==> src/rtl/trng_ctrl.sv <==
// trng_ctrl: sequencing controller for the ring-oscillator TRNG macro.
// Warms up the oscillators, samples the raw bit at a programmable rate,
// optionally applies von Neumann debiasing, packs bits into a word on a
// valid/ready interface and runs a repetition-count health test.
module trng_ctrl #(
  parameter int WIDTH         = 32,
  parameter int WARMUP_CYCLES = 256,
  parameter int SAMPLE_DIV    = 4,
  parameter int REP_LIMIT     = 32
) (
  input  logic             clk,
  input  logic             rst_n,
  input  logic             enable,
  input  logic             debias_en,
  output logic             trng_en,
  input  logic             trng_bit,
  output logic [WIDTH-1:0] rnd_data,
  output logic             rnd_valid,
  input  logic             rnd_ready,
  output logic             busy,
  output logic             health_fail
);

  localparam int WW = (WARMUP_CYCLES > 1) ? $clog2(WARMUP_CYCLES) : 1;
  localparam int DW = (SAMPLE_DIV > 1) ? $clog2(SAMPLE_DIV) : 1;
  localparam int CW = $clog2(WIDTH + 1);
  localparam int RW = $clog2(REP_LIMIT + 1);

  localparam logic [WW-1:0] WARM_LAST = WW'(WARMUP_CYCLES - 1);
  localparam logic [DW-1:0] DIV_LAST  = DW'(SAMPLE_DIV - 1);
  localparam logic [CW-1:0] CNT_FULL  = CW'(WIDTH);
  localparam logic [RW-1:0] REP_MAX   = RW'(REP_LIMIT);
  localparam logic [RW-1:0] REP_ONE   = RW'(1);

  typedef enum logic [1:0] {
    ST_IDLE    = 2'd0,
    ST_WARMUP  = 2'd1,
    ST_COLLECT = 2'd2,
    ST_FULL    = 2'd3
  } state_t;

  state_t          state_r;
  logic [WW-1:0]   warm_cnt_r;
  logic [DW-1:0]   div_r;
  logic [CW-1:0]   bit_cnt_r;
  logic [RW-1:0]   rep_cnt_r;
  logic            last_bit_r;
  logic            pair_r;
  logic            pair_bit_r;
  logic            debias_r;

  logic            strobe_s;
  logic            abort_s;
  logic            trip_s;
  logic            shift_s;
  logic            shift_bit_s;
  logic            word_done_s;
  logic [RW-1:0]   rep_next_s;
  logic [CW-1:0]   cnt_next_s;

  // Decode the sample strobe, health-test update and debias/pack decision.
  always_comb begin
    strobe_s    = (state_r == ST_COLLECT) && (div_r == DIV_LAST);
    abort_s     = (state_r != ST_IDLE) && !enable;
    shift_s     = 1'b0;
    shift_bit_s = trng_bit;
    if ((rep_cnt_r == {RW{1'b0}}) || (trng_bit != last_bit_r)) begin
      rep_next_s = REP_ONE;
    end else begin
      rep_next_s = rep_cnt_r + REP_ONE;
    end
    // A disable already sends us to IDLE, so a trip only counts while enabled.
    trip_s = strobe_s && enable && (rep_next_s == REP_MAX);
    if (strobe_s) begin
      if (!debias_r) begin
        shift_s     = 1'b1;
        shift_bit_s = trng_bit;
      end else if (pair_r) begin
        shift_s     = (pair_bit_r != trng_bit);
        shift_bit_s = pair_bit_r;
      end else begin
        shift_s     = 1'b0;
        shift_bit_s = trng_bit;
      end
    end else begin
      shift_s     = 1'b0;
      shift_bit_s = trng_bit;
    end
    cnt_next_s  = bit_cnt_r + {{(CW-1){1'b0}}, shift_s};
    word_done_s = shift_s && (cnt_next_s == CNT_FULL);
  end

  // Sequencing FSM with all outputs registered.
  always_ff @(posedge clk or negedge rst_n) begin
    if (!rst_n) begin
      state_r     <= ST_IDLE;
      warm_cnt_r  <= {WW{1'b0}};
      div_r       <= {DW{1'b0}};
      bit_cnt_r   <= {CW{1'b0}};
      rep_cnt_r   <= {RW{1'b0}};
      last_bit_r  <= 1'b0;
      pair_r      <= 1'b0;
      pair_bit_r  <= 1'b0;
      debias_r    <= 1'b0;
      trng_en     <= 1'b0;
      rnd_data    <= {WIDTH{1'b0}};
      rnd_valid   <= 1'b0;
      busy        <= 1'b0;
      health_fail <= 1'b0;
    end else if (abort_s || trip_s) begin
      // Disable or health trip: drop everything and return to IDLE.
      state_r     <= ST_IDLE;
      warm_cnt_r  <= {WW{1'b0}};
      div_r       <= {DW{1'b0}};
      bit_cnt_r   <= {CW{1'b0}};
      rep_cnt_r   <= {RW{1'b0}};
      last_bit_r  <= 1'b0;
      pair_r      <= 1'b0;
      pair_bit_r  <= 1'b0;
      trng_en     <= 1'b0;
      rnd_data    <= {WIDTH{1'b0}};
      rnd_valid   <= 1'b0;
      busy        <= 1'b0;
      health_fail <= health_fail | trip_s;
    end else begin
      case (state_r)
        ST_IDLE: begin
          trng_en   <= 1'b0;
          rnd_valid <= 1'b0;
          busy      <= 1'b0;
          if (enable && !health_fail) begin
            state_r    <= ST_WARMUP;
            warm_cnt_r <= {WW{1'b0}};
            debias_r   <= debias_en;
            trng_en    <= 1'b1;
            busy       <= 1'b1;
          end else if (!enable) begin
            health_fail <= 1'b0;
          end
        end
        ST_WARMUP: begin
          if (warm_cnt_r == WARM_LAST) begin
            state_r    <= ST_COLLECT;
            warm_cnt_r <= {WW{1'b0}};
            div_r      <= {DW{1'b0}};
            bit_cnt_r  <= {CW{1'b0}};
            rep_cnt_r  <= {RW{1'b0}};
            pair_r     <= 1'b0;
          end else begin
            warm_cnt_r <= warm_cnt_r + {{(WW-1){1'b0}}, 1'b1};
          end
        end
        ST_COLLECT: begin
          if (div_r == DIV_LAST) begin
            div_r <= {DW{1'b0}};
          end else begin
            div_r <= div_r + {{(DW-1){1'b0}}, 1'b1};
          end
          if (strobe_s) begin
            last_bit_r <= trng_bit;
            rep_cnt_r  <= rep_next_s;
            if (debias_r) begin
              if (!pair_r) begin
                pair_bit_r <= trng_bit;
                pair_r     <= 1'b1;
              end else begin
                pair_r <= 1'b0;
              end
            end
          end
          if (shift_s) begin
            rnd_data  <= {rnd_data[WIDTH-2:0], shift_bit_s};
            bit_cnt_r <= cnt_next_s;
          end
          if (word_done_s) begin
            state_r   <= ST_FULL;
            rnd_valid <= 1'b1;
            busy      <= 1'b0;
            div_r     <= {DW{1'b0}};
            pair_r    <= 1'b0;
          end
        end
        ST_FULL: begin
          if (rnd_ready) begin
            state_r   <= ST_COLLECT;
            rnd_valid <= 1'b0;
            rnd_data  <= {WIDTH{1'b0}};
            bit_cnt_r <= {CW{1'b0}};
            rep_cnt_r <= {RW{1'b0}};
            div_r     <= {DW{1'b0}};
            busy      <= 1'b1;
          end
        end
        default: begin
          state_r   <= ST_IDLE;
          trng_en   <= 1'b0;
          rnd_valid <= 1'b0;
          rnd_data  <= {WIDTH{1'b0}};
          busy      <= 1'b0;
        end
      endcase
    end
  end

endmodule
==> config.mk <==
export PLATFORM = sky130hd
export DESIGN_NAME = trng_ctrl
export DESIGN_NICKNAME = d
export VERILOG_FILES = /design/src/rtl/trng_ctrl.sv
export SDC_FILE = /design/constraint.sdc
export NUM_CORES = 1
export LEC_CHECK = 0
export CAP_MARGIN = 5
export CELL_PAD_IN_SITES_DETAIL_PLACEMENT = 0
export CELL_PAD_IN_SITES_GLOBAL_PLACEMENT = 2
export CORE_ASPECT_RATIO = 1.75
export CORE_MARGIN = 1.5
export CORE_UTILIZATION = 37
export DETAILED_ROUTE_END_ITERATION = 7
export PLACE_DENSITY = 0.91
export SYNTH_ARGS = -nofsm -noshare
export SYNTH_HDL_FRONTEND = slang
export SYNTH_SLANG_ARGS = --single-unit
==> constraint.sdc <==
create_clock -name clk -period 7 [get_ports clk]
set_input_delay 0.7 -clock clk [delete_from_list [all_inputs] [get_ports clk]]
set_output_delay 0.7 -clock clk [all_outputs]
set_load 0.05 [all_outputs]
==> results.md <==
- First-pass GRT wire length: 14150 µm
- Final cell count without fillers: 539
- Crit path arrival time: 3.47 ns
- YS warnings: 0
- # setup viols final: 0
- Initial Util: 38.35%
- Synthesis-to-layout area growth: 24.08%
- Global Route Usage Sum: 17.66%
- Reg area: 0.001602 mm²
- Post-CTS Setup Inserts: 0
- 1st-pass router iterations: 4
- CTS Buffer Depth: 2
- Final HPWL DP: 6066 µm
- CP max FO: 64
- Post-cts resize count: 0
- Critical Path Start: state_r[0]$_DFFE_PN0P_
- Clock Sinks: 64
- Standard-cell row count: 46
- Routed length on met3: 252 µm
- Core area: 0.009094 mm²
- Simple-gate share of the synthesized area: 19.88%
- Number of global-route vias before repair: 2800
- Max_cap viols: 0
- Top-Level Pins: 42
- Root buf cell: clkbuf_16
- Die height: 131.4 µm
- Die width: 76.39 µm
- Largest net degree at the start of global routing: 65
- Initial antenna violation count: 0
- Remaining DRCs: 0
- Highest routed layer: met4
- DP Cell Count: 523
- Status: finished, final reports clean
- Vias per inst: 5.306
- Global route overflow: 0
- Fmax: 0.3085 GHz
- Routed met2 length: 4683 µm
- Hold Buf Count CTS: 0
- Routed WL: 8377 µm
- Final Max Slew Viols: 0
- Slew @ Worst Pin: 1.190 ns
- Peak supply drop: 187.2 µV
- Fin crit period: 3.241 ns
- Die area: 0.01004 mm²
- DR vias: 2860
- Power per cell area: 371.8 mW/mm²
- Most common cell after layout, fill and taps aside: nand2_1
- Share of layout cells above drive strength 1: 9.069%
- Routability Congestion: 0.8316
- Reg2Reg Launch Point: state_r[0]$_DFFE_PN0P_
- Num CTS Buffers: 9
- Pleak: 1.796 nW
- Post-synthesis sequential area ratio: 45.93%
- Clock transition at path regs: 0.05 ns
- Post-synthesis mux area share: 2.081%
- Syn Area/Cell: 9.225 µm²
- Top FF cell, synth: dfrtp_1
- Final Hold Violating Endpoints: 0
- Crit. End Element: flop
- Main combinational cell family by area after synthesis: compound AO/OA/AOI/OAI gates
- RSZ-0062 raised after global routing: no
- Diodes inserted: 0
- Fill count: 923
- Net count after synthesis: 394
- Adder-cell share of the synthesized area: 3.588%
- Layout net count: 430
- CP Launch Type: flop
- Clk Latency, worst-skew pair: 0.33 ns
- Post-Synthesis Cells: 378
- WS Path Type: reg2reg
- XOR/XNOR share of the synthesized area: 1.256%
- Slew margin rel.: 20.40%
- Number of flops mapped to enable cells by yosys: 0
- Starting DRT DRC Count: 149
- Worst hold path class: reg2reg
- Multi-input logic area: 0.001758 mm²
- Routed wire length per instance: 15.54 µm
- CTS tree: built
- M1 WL: 3359 µm
- Yosys cell types: 58
- Final setup TNS: 0 ns
- FF+latch count, synth: 64
- IO buf count: 41
- Routed Antenna Nets: 0
- Ys async rst share: 100.0%
- Final clock skew: 0.005487 ns
- Synth Area in Compound Gates: 23.39%
- Tcrit/Tclk final: 46.31%
- Crit path required time: 7.23 ns
- Min-delay src: rnd_data[31]$_DFFE_PN0P_
- Commonest non-fill, non-tap cells in the layout: nand2_1, dfrtp_1, clkdlybuf4s50_1, o21ai_1, nor2_1
- H-Tree Depth: 3
- Post-synthesis instance area: 0.003487 mm²
per-stage QoR:
step / hold slack (ns) / utilization (%) / setup WS, ns / area, µm² / power (W)
after CTS: 0.4875 / 47.58 / 3.739 / 4327 / 0.001629
final: 0.4813 / 47.58 / 3.759 / 4327 / 0.001609
after detailed placement: 0.4751 / 43.79 / 3.547 / 3983 / 0.001104
after floorplan: 0.4044 / - / 4.369 / 3487 / 0.0009364
after global placement: 0.4702 / 43.79 / 3.600 / 3983 / 0.001104
after global routing: 0.5072 / 47.58 / 3.457 / 4327 / 0.001709
kinds of logic (layout without fill, tap and decap cells):
kind of cell | Yosys count | count (layout)
adders and majority gates | 10 | 10
DFF | 64 | 64
and+or+nand+nor | 147 | 147
muxes | 7 | 7
buffers and inverters | 31 | 72
AOI/OAI and AO/OA | 114 | 114
xor gates and xnor gates | 5 | 5
area by class of cell:
| cell class | instances | share of cell area (%) |
|---|---|---|
| Inverter | 12 | 1.041 |
| Sequential cell | 64 | 37.02 |
| Timing Repair Buffer | 44 | 9.890 |
| Clock buffer | 9 | 5.205 |
| Clock inverter | 7 | 2.747 |
| Multi-Input combinational cell | 283 | 40.63 |
| Tap cell | 120 | 3.470 |
flip-flops by register name, indices dropped and copies added (netlist names):
signal and flops:
bit_cnt_r 6, busy 1, debias_r 1, div_r 2, health_fail 1, last_bit_r 1
pair_bit_r 1, pair_r 1, rep_cnt_r 6, rnd_data 32, rnd_valid 1, state_r 2
trng_en 1, warm_cnt_r 8
Yosys cell counts, drive strengths merged (7+ instances only):
| library cell | n | area (µm²) |
|---|---|---|
| ha | 10 | 125.1 |
| a22o | 12 | 105.1 |
| nor2b | 8 | 50.05 |
| nor2 | 21 | 88.84 |
| dfrtp | 64 | 1602 |
| nor3 | 10 | 50.05 |
| o22ai | 7 | 57.56 |
| a21oi | 12 | 60.06 |
| nand3 | 13 | 70.07 |
| buf | 14 | 70.07 |
| o21ai | 40 | 200.2 |
| inv | 12 | 45.04 |
| nand2 | 75 | 281.5 |
where the power goes:
group / internal [W] / switching (W)
Sequential: 0.000411 / 0.0000376
Clock: 0.000348 / 0.000164
Combinational: 0.000196 / 0.000451
critical path, cell delays in order (launching register included):
cell and delay, ns:
dfrtp_1 0.41, inv_1 0.20, ha_1 0.51, and2_1 0.32
o2111ai_2 0.20, a2111oi_4 0.71, o22ai_4 0.11, buf_4 0.33
o41ai_2 0.35
metal layers:
layer / vias to the layer above / global-route usage [%]
met3: 6 / 3.403
li1: 1431 / -
met1: 1369 / 20.07
met5: - / 0
met2: 54 / 31.45
met4: 0 / 8.025
worst paths after layout:
check	slack, ns	cells past startpoint	to
max reg2reg	3.76	8	rnd_data[0]$_DFFE_PN0P_
min in group asynchronous	0.54	2	rnd_data[29]$_DFFE_PN0P_
max in group asynchronous	5.91	2	bit_cnt_r[0]$_DFFE_PN0P_
min reg2reg	0.48	2	rnd_data[31]$_DFFE_PN0P_
max	3.76	8	rnd_data[0]$_DFFE_PN0P_
min	0.48	2	rnd_data[31]$_DFFE_PN0P_
(Power assumes the default switching activity.)
